===== config.mk =====
export PLATFORM = sky130hd
export DESIGN_NAME = avg_enha_elastic_buf
export DESIGN_NICKNAME = d
export VERILOG_FILES = /design/src/rtl/avg_enha_pkg.sv /design/src/rtl/avg_enha_fifo_mem.sv /design/src/rtl/avg_enha_elastic_buf.sv
export SDC_FILE = /design/constraint.sdc
export NUM_CORES = 1
export LEC_CHECK = 0
export ABC_AREA = 1
export BUFFER_PORTS_ARGS = -buffer_cell sky130_fd_sc_hd__buf_2
export CAP_MARGIN = 30
export CORE_MARGIN = 4
export CORE_UTILIZATION = 50
export DETAILED_ROUTE_END_ITERATION = 6
export PLACE_DENSITY = 0.71
export SETUP_SLACK_MARGIN = 0.1
export SLEW_MARGIN = 20
export SYNTH_ARGS = -nofsm -noshare
export SYNTH_HDL_FRONTEND = slang
export SYNTH_SLANG_ARGS = --single-unit

===== constraint.sdc =====
create_clock -name iODCK -period 3.18 [get_ports iODCK]
set_input_delay 0.636 -clock iODCK [delete_from_list [all_inputs] [get_ports iODCK]]
set_output_delay 0.636 -clock iODCK [all_outputs]
set_load 0.05 [all_outputs]

===== src/rtl/avg_enha_pkg.sv =====
// Shared constants and the storage word type for the averager-to-enhancement elastic buffer.
package avg_enha_pkg;

  localparam int unsigned LSUM_W_DEF = 14;
  localparam int unsigned DATA_W_DEF = 8;
  localparam int unsigned CH_MAX     = 4;

  // Word at the default widths with the maximum channel count; the buffer
  // re-declares it at its actual parameter widths for the memory.
  typedef struct packed {
    logic [LSUM_W_DEF-1:0]        lineSum;
    logic [CH_MAX*DATA_W_DEF-1:0] blockData;
  } avg_enha_word_t;

endpackage


===== src/rtl/avg_enha_fifo_mem.sv =====
// Storage behind the output register: ENTRIES-deep circular memory with
// wrapping pointers and empty/full tracking.
module avg_enha_fifo_mem
  import avg_enha_pkg::*;
#(
  parameter type         wordT   = avg_enha_word_t,
  parameter int unsigned ENTRIES = 3
) (
  input  logic iODCK,
  input  logic iRST,
  input  logic iFlush,
  input  logic iWr,
  input  logic iRd,
  input  wordT iWrData,
  output wordT oRdData,
  output logic oEmpty
);

  localparam int unsigned PTR_W = (ENTRIES > 1) ? $clog2(ENTRIES) : 1;
  localparam int unsigned CNT_W = $clog2(ENTRIES + 1);
  localparam logic [PTR_W-1:0] PTR_LAST = PTR_W'(ENTRIES - 1);

  wordT             mem [ENTRIES];
  logic [PTR_W-1:0] wrPtrQ, rdPtrQ;
  logic [CNT_W-1:0] cntQ;
  logic             full, wrEn, rdEn;

  // Explicit wrap keeps non-power-of-2 depths correct; free for power-of-2.
  function automatic logic [PTR_W-1:0] ptrInc(input logic [PTR_W-1:0] p);
    return (p == PTR_LAST) ? '0 : p + PTR_W'(1);
  endfunction

  assign full    = (cntQ == CNT_W'(ENTRIES));
  assign oEmpty  = (cntQ == '0);
  assign wrEn    = iWr & ~full & ~iFlush;
  assign rdEn    = iRd & ~oEmpty & ~iFlush;
  assign oRdData = mem[rdPtrQ];

  always_ff @(posedge iODCK or negedge iRST) begin
    if (!iRST) begin
      wrPtrQ <= '0;
      rdPtrQ <= '0;
      cntQ   <= '0;
    end else if (iFlush) begin
      wrPtrQ <= '0;
      rdPtrQ <= '0;
      cntQ   <= '0;
    end else begin
      if (wrEn) wrPtrQ <= ptrInc(wrPtrQ);
      if (rdEn) rdPtrQ <= ptrInc(rdPtrQ);
      if (wrEn && !rdEn) begin
        cntQ <= cntQ + CNT_W'(1);
      end else if (rdEn && !wrEn) begin
        cntQ <= cntQ - CNT_W'(1);
      end
    end
  end

  always_ff @(posedge iODCK) begin
    if (wrEn) mem[wrPtrQ] <= iWrData;
  end

endmodule


===== src/rtl/avg_enha_elastic_buf.sv =====
// Valid/ready elastic buffer: registered output stage backed by a small FIFO,
// with occupancy, sticky overflow and synchronous frame flush.
module avg_enha_elastic_buf
  import avg_enha_pkg::*;
#(
  parameter  int unsigned LSUM_W = LSUM_W_DEF,
  parameter  int unsigned DATA_W = DATA_W_DEF,
  parameter  int unsigned CH     = 1,
  parameter  int unsigned DEPTH  = 4,
  localparam int unsigned LVL_W  = $clog2(DEPTH + 1)
) (
  input  logic                 iODCK,
  input  logic                 iRST,
  input  logic                 iFlush,
  input  logic                 iValid,
  output logic                 oReady,
  input  logic [LSUM_W-1:0]    iLineSum,
  input  logic [CH*DATA_W-1:0] iBlockData,
  output logic                 oValid,
  input  logic                 iReady,
  output logic [LSUM_W-1:0]    oLineSum,
  output logic [CH*DATA_W-1:0] oBlockData,
  output logic [LVL_W-1:0]     oLevel,
  output logic                 oOvf
);

  typedef struct packed {
    logic [LSUM_W-1:0]    lineSum;
    logic [CH*DATA_W-1:0] blockData;
  } wordT;

  wordT             outQ, outD, inWord, memHead;
  logic             validQ, validD, ovfQ, ovfD;
  logic [LVL_W-1:0] levelQ, levelD;
  logic             push, pop, memWr, memRd, memEmpty;

  // Ready depends on registered level only, so a pop cannot free a slot
  // for a push in the same cycle.
  assign oReady = (levelQ < LVL_W'(DEPTH));
  assign push   = iValid & oReady;
  assign pop    = validQ & iReady;
  assign inWord = '{lineSum: iLineSum, blockData: iBlockData};

  always_comb begin
    outD   = outQ;
    validD = validQ;
    levelD = levelQ;
    ovfD   = ovfQ;
    memWr  = 1'b0;
    memRd  = 1'b0;
    if (iFlush) begin
      outD   = '0;
      validD = 1'b0;
      levelD = '0;
      ovfD   = 1'b0;
    end else begin
      if (iValid && !oReady) ovfD = 1'b1;
      if (push && (!validQ || (pop && memEmpty))) begin
        outD   = inWord;
        validD = 1'b1;
      end else if (push) begin
        memWr = 1'b1;
        if (pop) begin
          memRd = 1'b1;
          outD  = memHead;
        end
      end else if (pop) begin
        if (memEmpty) begin
          validD = 1'b0;
        end else begin
          memRd = 1'b1;
          outD  = memHead;
        end
      end
      if (push && !pop) begin
        levelD = levelQ + LVL_W'(1);
      end else if (pop && !push) begin
        levelD = levelQ - LVL_W'(1);
      end
    end
  end

  always_ff @(posedge iODCK or negedge iRST) begin
    if (!iRST) begin
      outQ   <= '0;
      validQ <= 1'b0;
      levelQ <= '0;
      ovfQ   <= 1'b0;
    end else begin
      outQ   <= outD;
      validQ <= validD;
      levelQ <= levelD;
      ovfQ   <= ovfD;
    end
  end

  avg_enha_fifo_mem #(
    .wordT  (wordT),
    .ENTRIES(DEPTH - 1)
  ) uMem (
    .iODCK  (iODCK),
    .iRST   (iRST),
    .iFlush (iFlush),
    .iWr    (memWr),
    .iRd    (memRd),
    .iWrData(inWord),
    .oRdData(memHead),
    .oEmpty (memEmpty)
  );

  assign oValid     = validQ;
  assign oLineSum   = outQ.lineSum;
  assign oBlockData = outQ.blockData;
  assign oLevel     = levelQ;
  assign oOvf       = ovfQ;

endmodule


==> results of run 1 <==
## critical path: stages, from the launching register on
cell and delay (ps):
dfrtp_1 440, inv_2 90, nand2_1 90, inv_1 420, buf_4 300, nand2_2 310, nand2_1 170, nand2_1 80
nand2_1 70, nand2_1 40
## layer usage
| metal | wire, um | up-vias | global-route usage, % |
|---|---|---|---|
| met3 | 545 | 10 | 2.83 |
| met2 | 4430 | 83 | 31.8 |
| met4 | 84 | 0 | 6.09 |
| met5 | 0 | - | 0 |
| met1 | 3730 | 1441 | 25.5 |
| li1 | - | 1473 | - |
## synth_stat cells (all sizes together) (2+ instances only)
master	count	share of area, %
nand4	2	0.30
nand2	197	18
o21ai	2	0.33
o22ai	2	0.30
inv	14	1.3
nor3	2	0.24
edfxtp	66	48
clkbuf	4	0.36
dfrtp	33	20
nand3	51	6.2
nor2	13	1.4
buf	14	1.8
a21oi	8	1.2
## registers in the layout, summed over array words and instances (netlist names)
name         count
uMem.cntQ        2
uMem.mem        66
oValid           1
oOvf             1
uMem.wrPtrQ      2
uMem.rdPtrQ      2
oBlockData       8
oLineSum        14
oLevel           3
## report_power, final
group          switching, uW  internal [uW]  total, uW  leakage [uW]
Clock                    419            442        861      0.000111
Combinational            713            252        965       0.00106
Sequential              59.4           1470       1530       0.00103
Total                   1190           2170       3360       0.00220
## layout by cell type (no fill, tap or decap), drive strengths merged
master / Yosys / final
nand2: 197 / 197
edfxtp: 66 / 66
buf: 14 / 66
nand3: 51 / 51
dfrtp: 33 / 33
inv: 14 / 15
nor2: 13 / 13
clkbuf: 4 / 9
a21oi: 8 / 8
clkinv: 0 / 4
nand4: 2 / 2
o22ai: 2 / 2
bufinv: 0 / 2
nor3: 2 / 2
o21ai: 2 / 2
a21boi: 1 / 1
xor2: 1 / 1
a211oi: 1 / 1
fa: 1 / 1
## final cells by class
class                   instances  area [um2]  share of cell area (%)
inverters                      14        52.6                    1.10
flip-flops and latches         99        2810                    58.8
multi-input cells             281        1210                    25.4
repair buffers                 66         360                    7.54
well taps                     102         128                    2.67
clock buffers                   9         124                    2.59
clock inverters                 7        91.3                    1.91
## worst paths after layout
check / start / to / slack (ps) / cells past startpoint
min: iRST / oLevel[1]$_DFFE_PN0P_ / 380 / 1
max reg2reg: oLevel[2]$_DFFE_PN0P_ / oBlockData[4]$_DFFE_PN0P_ / 1070 / 9
max: oLevel[2]$_DFFE_PN0P_ / oBlockData[4]$_DFFE_PN0P_ / 1070 / 9
max in group asynchronous: iRST / oBlockData[1]$_DFFE_PN0P_ / 2270 / 1
min in group iODCK: oLineSum[8]$_DFFE_PN0P_ / oLineSum[8]$_DFFE_PN0P_ / 480 / 2
min reg2reg: oLineSum[8]$_DFFE_PN0P_ / oLineSum[8]$_DFFE_PN0P_ / 480 / 2
## logic make-up (layout without fill, tap and decap cells)
logic type,after synthesis,in the layout,share of synthesized area (%)
simple gates,265,265,25.9
xor+xnor,1,1,0.211
fa+ha+maj,1,1,0.483
buf+inv,32,96,3.44
compound gates,14,14,2.23
flops,99,99,67.7
## per-stage QoR
stage	instance area (um2)	hold WS (ps)	instances	utilization [%]
floorplan	4150	340	412	-
global placement	4560	457	562	57.8
detailed placement	4560	459	562	57.8
CTS	4780	395	578	60.6
global route	4780	428	578	60.6
finish	4780	379	578	60.6
==> flow_summary.ini, run 1 <==
[synth]
synth-seq-cells = 99
synthArstFlopShare_pct = 33.3
syn_area_um2 = 4150
synth.yosys.seq_area_share_pct = 67.7
synth_nets = 440
syn_avg_cell_area_um2 = 10.1
synth-edff-count = 66
synthCells = 412
synth_warnings = 0
synth_cell_types = 23
ys.flop_type = edfxtp_1

[global_routing]
grt_overflow_total = 0
antenna_found_initial = 0
grt_pass1_wl_um = 14700
grt_start_max_net_pins = 34
grt_usage_pct = 18.9
grt_pass1_vias = 3070

[job]
cap_violations = 0

[cells_and_area]
finalNetCount = 499
final_layout_size_suffix_gt1_share_pct = 18.9
fillCellCount = 647
antenna_cells = 0
syn_to_final_growth_pct = 15.2

[sta]
tightestPinTransition_ps = 835
rsz0062_at_grt = false
max_slew_margin_pct = 44.3
fin_ws_ps = 1070
drv_slew = 0
post-route-period-util_pct = 66.3
setup_viol = 0
fmax_mhz = 474
hold_viol = 0
fin_crit_ps = 2110
tns_ps = 0
skew_ps = 10.1

[floorplanning]
die_h_um = 99.1
io_pins = 55
start_util_pct = 52.6
core_um2 = 7890
rows = 32
dieArea_um2 = 9820
die_x_um = 99.1

[cts]
post_cts_buffers = 0
clk_path_buf_depth = 2
cts_buffers = 9
worstSkewPairLatency_ps = 350
h-tree-depth = 3
cts.repair.resized = 0
cts_sinks = 99
holdBufCountCts = 0
clk_pin_slew_ps = 90
cts_tree = done
clockRootBuffer = clkbuf_8

[power_and_ir_drop]
p_leak_uw = 0.00220
irDropWorstVdd_mv = 0.293
total_power_uw = 3360
power_density_nw_per_um2 = 703

[detailed_routing]
routed_wl_um = 8790
drc = 0
viasPerCell = 5.20
drt-initial-drc-count = 233
routed-via-count = 3007
drt_pass1_iterations = 5
routedWlPerCell_um = 15.2
antenna_left = 0

[worst_hold_path]
min_path_type = input port to async pin

[placement]
gp_congestion = 0.835
pre_cts_slack_ps = 805
portBuffers = 54
hpwl_um = 5690

[run_status]
outcome = complete, no violations

[setup_path]
cp.required_ps = 3430
cp.arrival_ps = 2360
endpoint_kind = register
critical_path.startpoint_type = register
critPathKind = register to register
crit_path_max_fanout = 22
No activity file was read; power rests on OpenSTA's default activity.
==> run 2, diff against run 1 <==
- clock period: 3.18 -> 2.19 ns (I/O delays scaled with it)
==> run 2 against run 1 <==
Design area increased by 0.92%. Clock power increased by 27%. Sequential share of layout area decreased by 0.48 points. Critical endpoint is now oBlockData[1]$_DFFE_PN0P_.
==> flow_summary.ini, run 2 (synthesis results as in run 1) <==
[setup_path]
path_buf_inv = 3
critical_path.startpoint_type = register
cp.arrival_ps = 2110
max_stage_delay_ps = 470
crit_family = simple AND/OR/NAND/NOR gates
critPathKind = register to register
cpMostUsedCell = nand2_1
reg2reg_depth = 9
cpMaxStageDelayCell = dfrtp_2
r2r_end = oBlockData[1]$_DFFE_PN0P_
crit_cells = 9
crit_path_max_fanout = 22
cp.required_ps = 2450
crit_chain = inv_6 > nand2_1 > inv_1 > buf_4 > nand2_2 > nand2_1 > nand2_1 > nand2_1 > nand2_1
r2r_start = oLevel[2]$_DFFE_PN0P_
cp-startpoint = oLevel[2]$_DFFE_PN0P_
endpoint_kind = register
r2r_slack_ps = 340
endpoint = oBlockData[1]$_DFFE_PN0P_

[floorplanning]
die_h_um = 99.1
start_util_pct = 52.6
io_pins = 55
rows = 32
die_x_um = 99.1
dieArea_um2 = 9820
core_um2 = 7890

[detailed_routing]
viasPerCell = 5.15
routed-via-count = 2976
antenna_left = 0
drc = 0
drt_pass1_iterations = 4
routed_wl_um = 8770
drt-initial-drc-count = 158
routedWlPerCell_um = 15.2

[cells_and_area]
syn_to_final_growth_pct = 16.2
layout_common_cells = nand2_1 (195), edfxtp_1 (66), buf_2 (54)
finalNetCount = 499
antenna_cells = 0
largest_reg_flops = 66
final_common_cell = nand2_1
top_register = uMem.mem
final_layout_size_suffix_gt1_share_pct = 20.4
fillCellCount = 660
final_area_um2 = 4820

[sta]
hold_viol = 0
skew_ps = 10.9
tns_ps = 0
tightestPinTransition_ps = 815
max_slew_margin_pct = 45.7
fin_crit_ps = 1850
setup_viol = 0
post-route-period-util_pct = 84.3
rsz0062_at_grt = false
fmax_mhz = 542
drv_slew = 0

[cts]
post_cts_buffers = 0
h-tree-depth = 3
cts_sinks = 99
worstSkewPairLatency_ps = 370
clockRootBuffer = clkbuf_8
clk_path_buf_depth = 2
cts_tree = done
cts_buffers = 9
clk_pin_slew_ps = 100

[global_routing]
grt_pass1_wl_um = 14900
antenna_found_initial = 0
grt_overflow_total = 0
grt_start_max_net_pins = 34
grt_usage_pct = 19.4
grt_pass1_vias = 2987

[placement]
hpwl_um = 5620
portBuffers = 54
postPlaceCellArea_um2 = 4640
gp_congestion = 0.793

[job]
cap_violations = 0

[power_and_ir_drop]
power_density_nw_per_um2 = 983
p_leak_uw = 0.00220
irDropWorstVdd_mv = 0.516

[run_status]
outcome = complete, no violations

[worst_hold_path]
min_path_type = input port to async pin
==> run 2: worst min path at each step <==
stage,slack [ps],cells past startpoint,endpoint
final,150,1,oLineSum[4]$_DFFE_PN0P_
after global routing,190,1,oLineSum[4]$_DFFE_PN0P_
after CTS,170,1,oLineSum[4]$_DFFE_PN0P_
after detailed placement,460,2,oBlockData[4]$_DFFE_PN0P_
after global placement,460,2,oLineSum[4]$_DFFE_PN0P_
after floorplan,140,0,oBlockData[0]$_DFFE_PN0P_
==> run 2: metrics by stage <==
step / hold slack, ps / instances / setup WS, ps / power (uW) / util, %
floorplan: 142 / 412 / 103 / 3320 / -
global placement: 458 / 562 / 294 / 3660 / 58.8
detailed placement: 460 / 562 / 277 / 3700 / 58.8
CTS: 165 / 578 / 279 / 4780 / 61.1
global route: 193 / 578 / 164 / 5060 / 61.1
finish: 149 / 578 / 345 / 4740 / 61.1
==> run 2: power by group <==
part	internal [uW]	total [uW]	switching [uW]	leakage (uW)
clock	431	1090	662	0.0000886
combinational	383	1420	1040	0.00109
sequential	2140	2220	84.0	0.00103
total	2950	4740	1790	0.00220
==> run 2: what timing repair did <==
item / CTS / global route
endpoints found under the setup margin: 0 / 8
hold buffers: 0 / 0
resized for setup: 0 / 1
==> run 2: layout make-up <==
cell class | count | area, um2 | area share (%)
Clock buffer | 9 | 124 | 2.57
Clock inverter | 7 | 57.6 | 1.19
Inverter | 14 | 57.6 | 1.19
Multi-Input combinational cell | 281 | 1250 | 25.9
Sequential cell | 99 | 2810 | 58.3
Tap cell | 102 | 128 | 2.65
Timing Repair Buffer | 66 | 398 | 8.25
==> run 2: metal layers <==
layer  wire length (um)  global-route usage (%)  vias to the layer above  part of all wire (%)
met5                  0                       0                        -                     0
met4                 82                    7.46                        0                  0.93
met3                566                    4.18                        6                   6.5
met2               4410                    31.6                       82                    50
met1               3720                    25.6                     1414                    42
li1                   -                       -                     1474                     -
==> run 2: worst reg2reg max path: stages (launching register included) <==
cell and delay [ps]:
dfrtp_2 470, inv_6 70, nand2_1 90, inv_1 170
buf_4 250, nand2_2 340, nand2_1 190, nand2_1 60
nand2_1 60, nand2_1 50
